==> src/rtl/gf233_pp_accum_reduce_if.sv <==
// Partial-product input stream and reduced-result output bundle for gf233_pp_accum_reduce.
interface gf233_pp_accum_reduce_if #(
  parameter int unsigned DW = 15,
  parameter int unsigned M  = 233
);
  localparam int unsigned PW = 2 * DW - 1;

  logic          pp_valid;
  logic          pp_ready;
  logic [PW-1:0] pp_data;
  logic [3:0]    pp_i;
  logic [3:0]    pp_j;
  logic          pp_last;
  logic          res_valid;
  logic          res_ready;
  logic [M-1:0]  res_data;

  modport master (
    output pp_valid, pp_data, pp_i, pp_j, pp_last, res_ready,
    input  pp_ready, res_valid, res_data
  );

  modport slave (
    input  pp_valid, pp_data, pp_i, pp_j, pp_last, res_ready,
    output pp_ready, res_valid, res_data
  );
endinterface

==> src/rtl/gf233_pp_accum_reduce.sv <==
// XOR-accumulates tagged 15x15 carry-less partial products and folds the sum mod x^233+x^74+1.
// Optional beat-count check compiled in with PP_COUNT_CHECK_EN.
module gf233_pp_accum_reduce #(
  parameter int unsigned DW  = 15,
  parameter int unsigned M   = 233,
  parameter int unsigned K   = 74,
  parameter int unsigned NPP = 256
) (
  input  logic                   clk,
  input  logic                   rst,
  gf233_pp_accum_reduce_if.slave bus,
  output logic                   busy,
  output logic                   err
);
  localparam int unsigned AW = 32 * DW;
  localparam int unsigned SW = 9;

  localparam logic [1:0] ACC   = 2'd0;
  localparam logic [1:0] FOLD1 = 2'd1;
  localparam logic [1:0] FOLD2 = 2'd2;
  localparam logic [1:0] OUT   = 2'd3;

  logic [1:0]    state, state_nxt;
  logic [AW-1:0] acc, acc_nxt;
  logic [AW-1:0] pp_ext, h, fold;
  logic [SW-1:0] shamt;
  logic [M-1:0]  res_data_r, res_data_nxt;
  logic          res_valid_r, res_valid_nxt;
  logic          busy_nxt;
  logic          pp_hs, res_hs;

  assign bus.pp_ready  = (state == ACC);
  assign bus.res_valid = res_valid_r;
  assign bus.res_data  = res_data_r;
  assign pp_hs         = bus.pp_valid && (state == ACC);
  assign res_hs        = res_valid_r && bus.res_ready && (state == OUT);

  // Beat alignment and one trinomial fold of the high part onto the low part.
  always_comb begin
    shamt  = SW'(DW * (32'(bus.pp_i) + 32'(bus.pp_j)));
    pp_ext = AW'(bus.pp_data) << shamt;
    h      = AW'(acc[AW-1:M]);
    fold   = AW'(acc[M-1:0]) ^ h ^ (h << K);
  end

  always_comb begin
    state_nxt     = state;
    acc_nxt       = acc;
    res_data_nxt  = res_data_r;
    res_valid_nxt = res_valid_r;
    busy_nxt      = busy;
    case (state)
      ACC: begin
        if (pp_hs) begin
          acc_nxt  = acc ^ pp_ext;
          busy_nxt = 1'b1;
          if (bus.pp_last) state_nxt = FOLD1;
        end
      end
      FOLD1: begin
        acc_nxt   = fold;
        state_nxt = FOLD2;
      end
      FOLD2: begin
        acc_nxt       = fold;
        res_data_nxt  = fold[M-1:0];
        res_valid_nxt = 1'b1;
        state_nxt     = OUT;
      end
      OUT: begin
        if (res_hs) begin
          acc_nxt       = '0;
          res_valid_nxt = 1'b0;
          busy_nxt      = 1'b0;
          state_nxt     = ACC;
        end
      end
      default: state_nxt = ACC;
    endcase
  end

  always_ff @(posedge clk or posedge rst) begin
    if (rst) begin
      state       <= ACC;
      acc         <= '0;
      res_data_r  <= '0;
      res_valid_r <= 1'b0;
      busy        <= 1'b0;
    end else begin
      state       <= state_nxt;
      acc         <= acc_nxt;
      res_data_r  <= res_data_nxt;
      res_valid_r <= res_valid_nxt;
      busy        <= busy_nxt;
    end
  end

`ifdef PP_COUNT_CHECK_EN
  logic [8:0] count, count_nxt;
  logic       err_nxt;

  // Saturating beat count; the verdict is latched with the last beat and cleared on result take.
  always_comb begin
    count_nxt = count;
    err_nxt   = err;
    if (pp_hs) begin
      count_nxt = (count == 9'h1FF) ? count : count + 9'd1;
      if (bus.pp_last) err_nxt = ((10'(count) + 10'd1) != 10'(NPP));
    end
    if (res_hs) begin
      count_nxt = '0;
      err_nxt   = 1'b0;
    end
  end

  always_ff @(posedge clk or posedge rst) begin
    if (rst) begin
      count <= '0;
      err   <= 1'b0;
    end else begin
      count <= count_nxt;
      err   <= err_nxt;
    end
  end
`else
  assign err = 1'b0;

  // NPP only sizes the count check, which is compiled out in this build.
  if (NPP == 0) begin : g_npp_unused
  end
`endif
endmodule

==> src/flat_wrapper.sv <==
// flat-port wrapper written by rule: the top's interface ports become plain ports
module gf233_pp_accum_reduce_flat 
#(
  parameter int unsigned DW  = 15,
  parameter int unsigned M   = 233,
  parameter int unsigned K   = 74,
  parameter int unsigned NPP = 256
)
  (clk, rst, busy, err, bus_pp_valid, bus_pp_data, bus_pp_i, bus_pp_j, bus_pp_last, bus_res_ready, bus_pp_ready, bus_res_valid, bus_res_data);
  gf233_pp_accum_reduce_if #(.DW(DW), .M(M)) bus_i ();
  input  logic clk;
  input  logic rst;
  output logic busy;
  output logic err;
  input wire logic [$bits(bus_i.pp_valid)-1:0] bus_pp_valid;
  input wire logic [$bits(bus_i.pp_data)-1:0] bus_pp_data;
  input wire logic [$bits(bus_i.pp_i)-1:0] bus_pp_i;
  input wire logic [$bits(bus_i.pp_j)-1:0] bus_pp_j;
  input wire logic [$bits(bus_i.pp_last)-1:0] bus_pp_last;
  input wire logic [$bits(bus_i.res_ready)-1:0] bus_res_ready;
  output wire logic [$bits(bus_i.pp_ready)-1:0] bus_pp_ready;
  output wire logic [$bits(bus_i.res_valid)-1:0] bus_res_valid;
  output wire logic [$bits(bus_i.res_data)-1:0] bus_res_data;
  assign bus_i.pp_valid = bus_pp_valid;
  assign bus_i.pp_data = bus_pp_data;
  assign bus_i.pp_i = bus_pp_i;
  assign bus_i.pp_j = bus_pp_j;
  assign bus_i.pp_last = bus_pp_last;
  assign bus_i.res_ready = bus_res_ready;
  assign bus_pp_ready = bus_i.pp_ready;
  assign bus_res_valid = bus_i.res_valid;
  assign bus_res_data = bus_i.res_data;
  gf233_pp_accum_reduce #(.DW(DW), .M(M), .K(K), .NPP(NPP)) u_core (.clk(clk), .rst(rst), .bus(bus_i), .busy(busy), .err(err));
endmodule
==> config.mk <==
export PLATFORM = sky130hd
export DESIGN_NAME = gf233_pp_accum_reduce_flat
export DESIGN_NICKNAME = d
export VERILOG_FILES = /design/src/rtl/gf233_pp_accum_reduce_if.sv /design/src/rtl/gf233_pp_accum_reduce.sv /design/src/flat_wrapper.sv
export SDC_FILE = /design/constraint.sdc
export NUM_CORES = 2
export LEC_CHECK = 0
export BUFFER_PORTS_ARGS = -buffer_cell sky130_fd_sc_hd__buf_4
export CAP_MARGIN = 5
export CORE_MARGIN = 4
export CORE_UTILIZATION = 30
export CTS_CLUSTER_DIAMETER = 60
export DETAILED_ROUTE_END_ITERATION = 12
export PLACE_DENSITY_LB_ADDON = 0.05
export SLEW_MARGIN = 20
export SYNTH_ARGS = -nofsm -noshare
export SYNTH_HDL_FRONTEND = slang
export SYNTH_SLANG_ARGS = --single-unit
export TNS_END_PERCENT = 10
==> constraint.sdc <==
create_clock -name clk -period 31.8 [get_ports clk]
set_input_delay 6.36 -clock clk [delete_from_list [all_inputs] [get_ports clk]]
set_output_delay 6.36 -clock clk [all_outputs]
set_load 0.03 [all_outputs]
==> reports/results.tsv <==
stage	metric	value	unit
placed_design	portBuffers	277	
worst_setup_path	critPathMaxStageDelay	960	ps
cells_and_area	finish.utilization	35.8	%
worst_setup_path	cp-end-kind	flop	
detailed_routing	wirelength	240000	microns
clocking	htree_levels	3	
logic_synthesis	syn_area	43800	sq um
floorplan	row_count	139	
clocking	root_buffer	clkbuf_16	
worst_setup_path	crit_family	adder cells	
detailed_routing	vias_per_cell	6.02	
logic_synthesis	synth_cell_type_count	112	
worst_setup_path	worstPathCellList	buf_4 -> ha_2 -> fa_1 -> xor2_1 -> fa_1 -> inv_1 -> fa_1 -> fa_2 -> buf_4 -> mux4_2 -> mux2_2 -> mux2i_1 -> o22a_1 -> buf_4 -> o22a_1 -> o22ai_1 -> a21oi_1	
hold_path	hold_class	reg2reg	
global_route	grt_max_degree	148	
timing	slew_viol_final	0	
logic_synthesis	yosysWarningCount	0	
floorplan	die_y	390	microns
logic_synthesis	async_flop_share	100	%
placed_design	place_hpwl	167000	microns
timing	rsz0062_at_grt	false	
global_route	grt-ovfl-total	0	
clocking	path_clk_slew	60	ps
worst_setup_path	crit_slowest_cell	o22a_1	
worst_setup_path	worstPathRequired	32470	ps
job	max-cap-violations	0	
cells_and_area	nFillCells	14700	
logic_synthesis	ys.flop_type	dfrtp_1	
clocking	cts_buffers	108	
floorplan	die_w	390	microns
worst_setup_path	worst-setup-path-type	in2reg	
placed_design	place_inst	6630	
placed_design	gp_congestion	0.969	
timing	min_period	12260	ps
worst_setup_path	cp_max_fo	56	
clocking	cts_hold_buf	0	
logic_synthesis	synth_fp_nets	4759	
logic_synthesis	synth-seq-cells	717	
detailed_routing	drt-initial-drc-count	5024	
logic_synthesis	avgSynthCellArea	9.33	sq um
logic_synthesis	yosysSeqAreaShare	41.0	%
cells_and_area	nNetsFinal	4906	
clocking	cts_setup_buffers	0	
floorplan	ios	279	
detailed_routing	wl_per_cell	35.0	microns
cells_and_area	areaGrowthSynthToFinish	18.1	%
clocking	clk_latency	760	ps
timing	tightest_slew	1260	ps
clocking	cts_tree	built	
worst_setup_path	crit_buf_inv	4	
global_route	grt_pass1_wl	330000	microns
clocking	cts.path.max_buffers	3	
timing	min_period_over_period	38.5	%
detailed_routing	drcViolationCount	0	
clocking	ctsResizeCount	0	
global_route	grt_util_all_layers	30.7	%
global_route	grt_antenna_before_repair	18	
timing	setup_violations	0	
clocking	cts_sinks	717	
status	status	finished clean	
detailed_routing	ant_nets	0	
cells_and_area	drive_gt1_share	18.8	%
floorplan	core	144000	sq um
timing	fmax	81.6	MHz
timing	skew	40.6	ps
global_route	grt_pass1_vias	38800	
timing	slew-limit-headroom	16.0	%
worst_setup_path	worstSetupStartpointType	primary input	
worst_setup_path	arrival	12920	ps
floorplan	initial_core_util	30.3	%
detailed_routing	drtPass1Iterations	7	
cells_and_area	fin_cells	6840	
timing	finalSetupTns	0	ps
floorplan	die_area	152000	sq um
logic_synthesis	synth_edf_count	0	
detailed_routing	num_vias	41200	
logic_synthesis	syn_inst	4691	
timing	hold_viol	0	
==> worst reg2reg max path, stage by stage (launching register included) <==
cell and delay (ps):
dfrtp_1 430, inv_1 100, ha_4 290, inv_4 430, o21ai_4 180, buf_4 260, nor3_4 630, buf_8 250
buf_4 290, nand2_1 680, or3_1 580, a21oi_1 150
==> cells in the mapped netlist, types with 12 or more instances <==
library cell | number | area, sq um
ha_1 | 21 | 263
mux2_2 | 191 | 2150
buf_2 | 42 | 210
mux4_2 | 43 | 968
dfrtp_1 | 717 | 17900
a41oi_1 | 13 | 114
nor3_1 | 116 | 581
a311o_1 | 14 | 140
a221oi_1 | 46 | 403
o211ai_1 | 60 | 450
clkbuf_8 | 12 | 165
or3_1 | 68 | 425
and2_1 | 12 | 75.1
o311ai_1 | 24 | 210
o221ai_1 | 13 | 114
o31ai_1 | 23 | 173
a211oi_1 | 46 | 345
inv_1 | 32 | 120
and3_1 | 15 | 93.8
a32oi_1 | 20 | 175
a22oi_1 | 41 | 308
o311ai_0 | 26 | 228
a211o_1 | 12 | 105
nor3b_1 | 24 | 180
nand3_1 | 75 | 375
clkbuf_1 | 286 | 1070
a21oi_1 | 413 | 2070
o31a_1 | 17 | 149
buf_1 | 12 | 45.0
a31oi_1 | 53 | 332
o22ai_1 | 86 | 538
mux2i_1 | 48 | 480
nor2_1 | 454 | 1700
xor2_1 | 187 | 1640
o22a_1 | 18 | 158
nor2b_1 | 18 | 113
nand2_1 | 393 | 1480
o21ai_0 | 353 | 1770
a221o_1 | 22 | 220
xnor2_1 | 327 | 2860
nor4_1 | 22 | 138
o21ai_1 | 18 | 90.1
==> final timing paths <==
path | slack, ps | cells past startpoint | to | start
setup / recovery | 19540 | 17 | u_core.acc[55]$_DFFE_PP0P_ | bus_pp_j[0]
hold / removal | 490 | 1 | u_core.acc[10]$_DFFE_PP0P_ | u_core.acc[10]$_DFFE_PP0P_
setup reg to reg | 27430 | 11 | u_core.acc[422]$_DFFE_PP0P_ | u_core.state[1]$_DFFE_PP0P_
hold reg to reg | 490 | 1 | u_core.acc[10]$_DFFE_PP0P_ | u_core.acc[10]$_DFFE_PP0P_
max in group asynchronous | 23840 | 4 | u_core.acc[177]$_DFFE_PP0P_ | rst
min in group asynchronous | 5710 | 2 | u_core.bus.res_data[72]$_DFFE_PP0P_ | rst
==> metrics by stage <==
stage / hold slack, ps / worst slack [ps] / instance area [sq um]
detailed placement: 480 / 18940 / 47800
CTS: 488 / 19710 / 51700
floorplan: 460 / 5330 / 43800
finish: 486 / 19540 / 51700
global route: 509 / 19400 / 51700
global placement: 477 / 19020 / 47800
==> logic make-up after synthesis <==
| logic type | after synthesis | synth area share (%) |
|---|---|---|
| multiplexers | 290 | 8.60 |
| flip-flops | 717 | 41.0 |
| other | 1 | 0.00857 |
| AND/OR/NAND/NOR | 1267 | 13.1 |
| adder cells (fa/ha/maj) | 26 | 0.829 |
| XOR/XNOR | 517 | 10.4 |
| AO/OA/AOI/OAI | 1459 | 21.7 |
| buffers and inverters | 414 | 4.41 |
==> cell usage in the layout, fill, tap and decap left out, drive strengths merged, types with 48 or more instances in the layout <==
cell,instances
a211oi,48
a21oi,414
a31oi,54
buf,417
clkbuf,145
dfrtp,717
mux2,193
mux2i,51
nand2,394
nand3,76
nor2,460
nor3,122
o211ai,60
o21ai,371
o22ai,90
o311ai,51
or3,68
xnor2,328
xor2,189
==> layer usage <==
metal | wire length, microns | track usage, %
met2 | 102000 | 45.4
met5 | 0 | 0
met1 | 100000 | 41.1
met3 | 21200 | 7.49
met4 | 15900 | 16.8
==> registers in the layout, summed over array words and instances, names as in the netlist <==
signal,count
u_core.acc,480
u_core.busy,1
u_core.bus.res_data,233
u_core.bus.res_valid,1
u_core.state,2
==> layout make-up <==
cell class	instances	area (sq um)	area share [%]
Timing Repair Buffer	417	3210	6.21
Multi-Input combinational cell	3560	24200	46.8
Tap cell	1903	2380	4.61
Clock inverter	54	759	1.47
Clock buffer	145	3040	5.89
Inverter	34	138	0.266
Antenna cell	10	25.0	0.0484
Sequential cell	717	17900	34.7
Power is left out: the tool's default activity adds up to more than one toggle a clock period on the data nets, which glitch-free logic cannot reach.
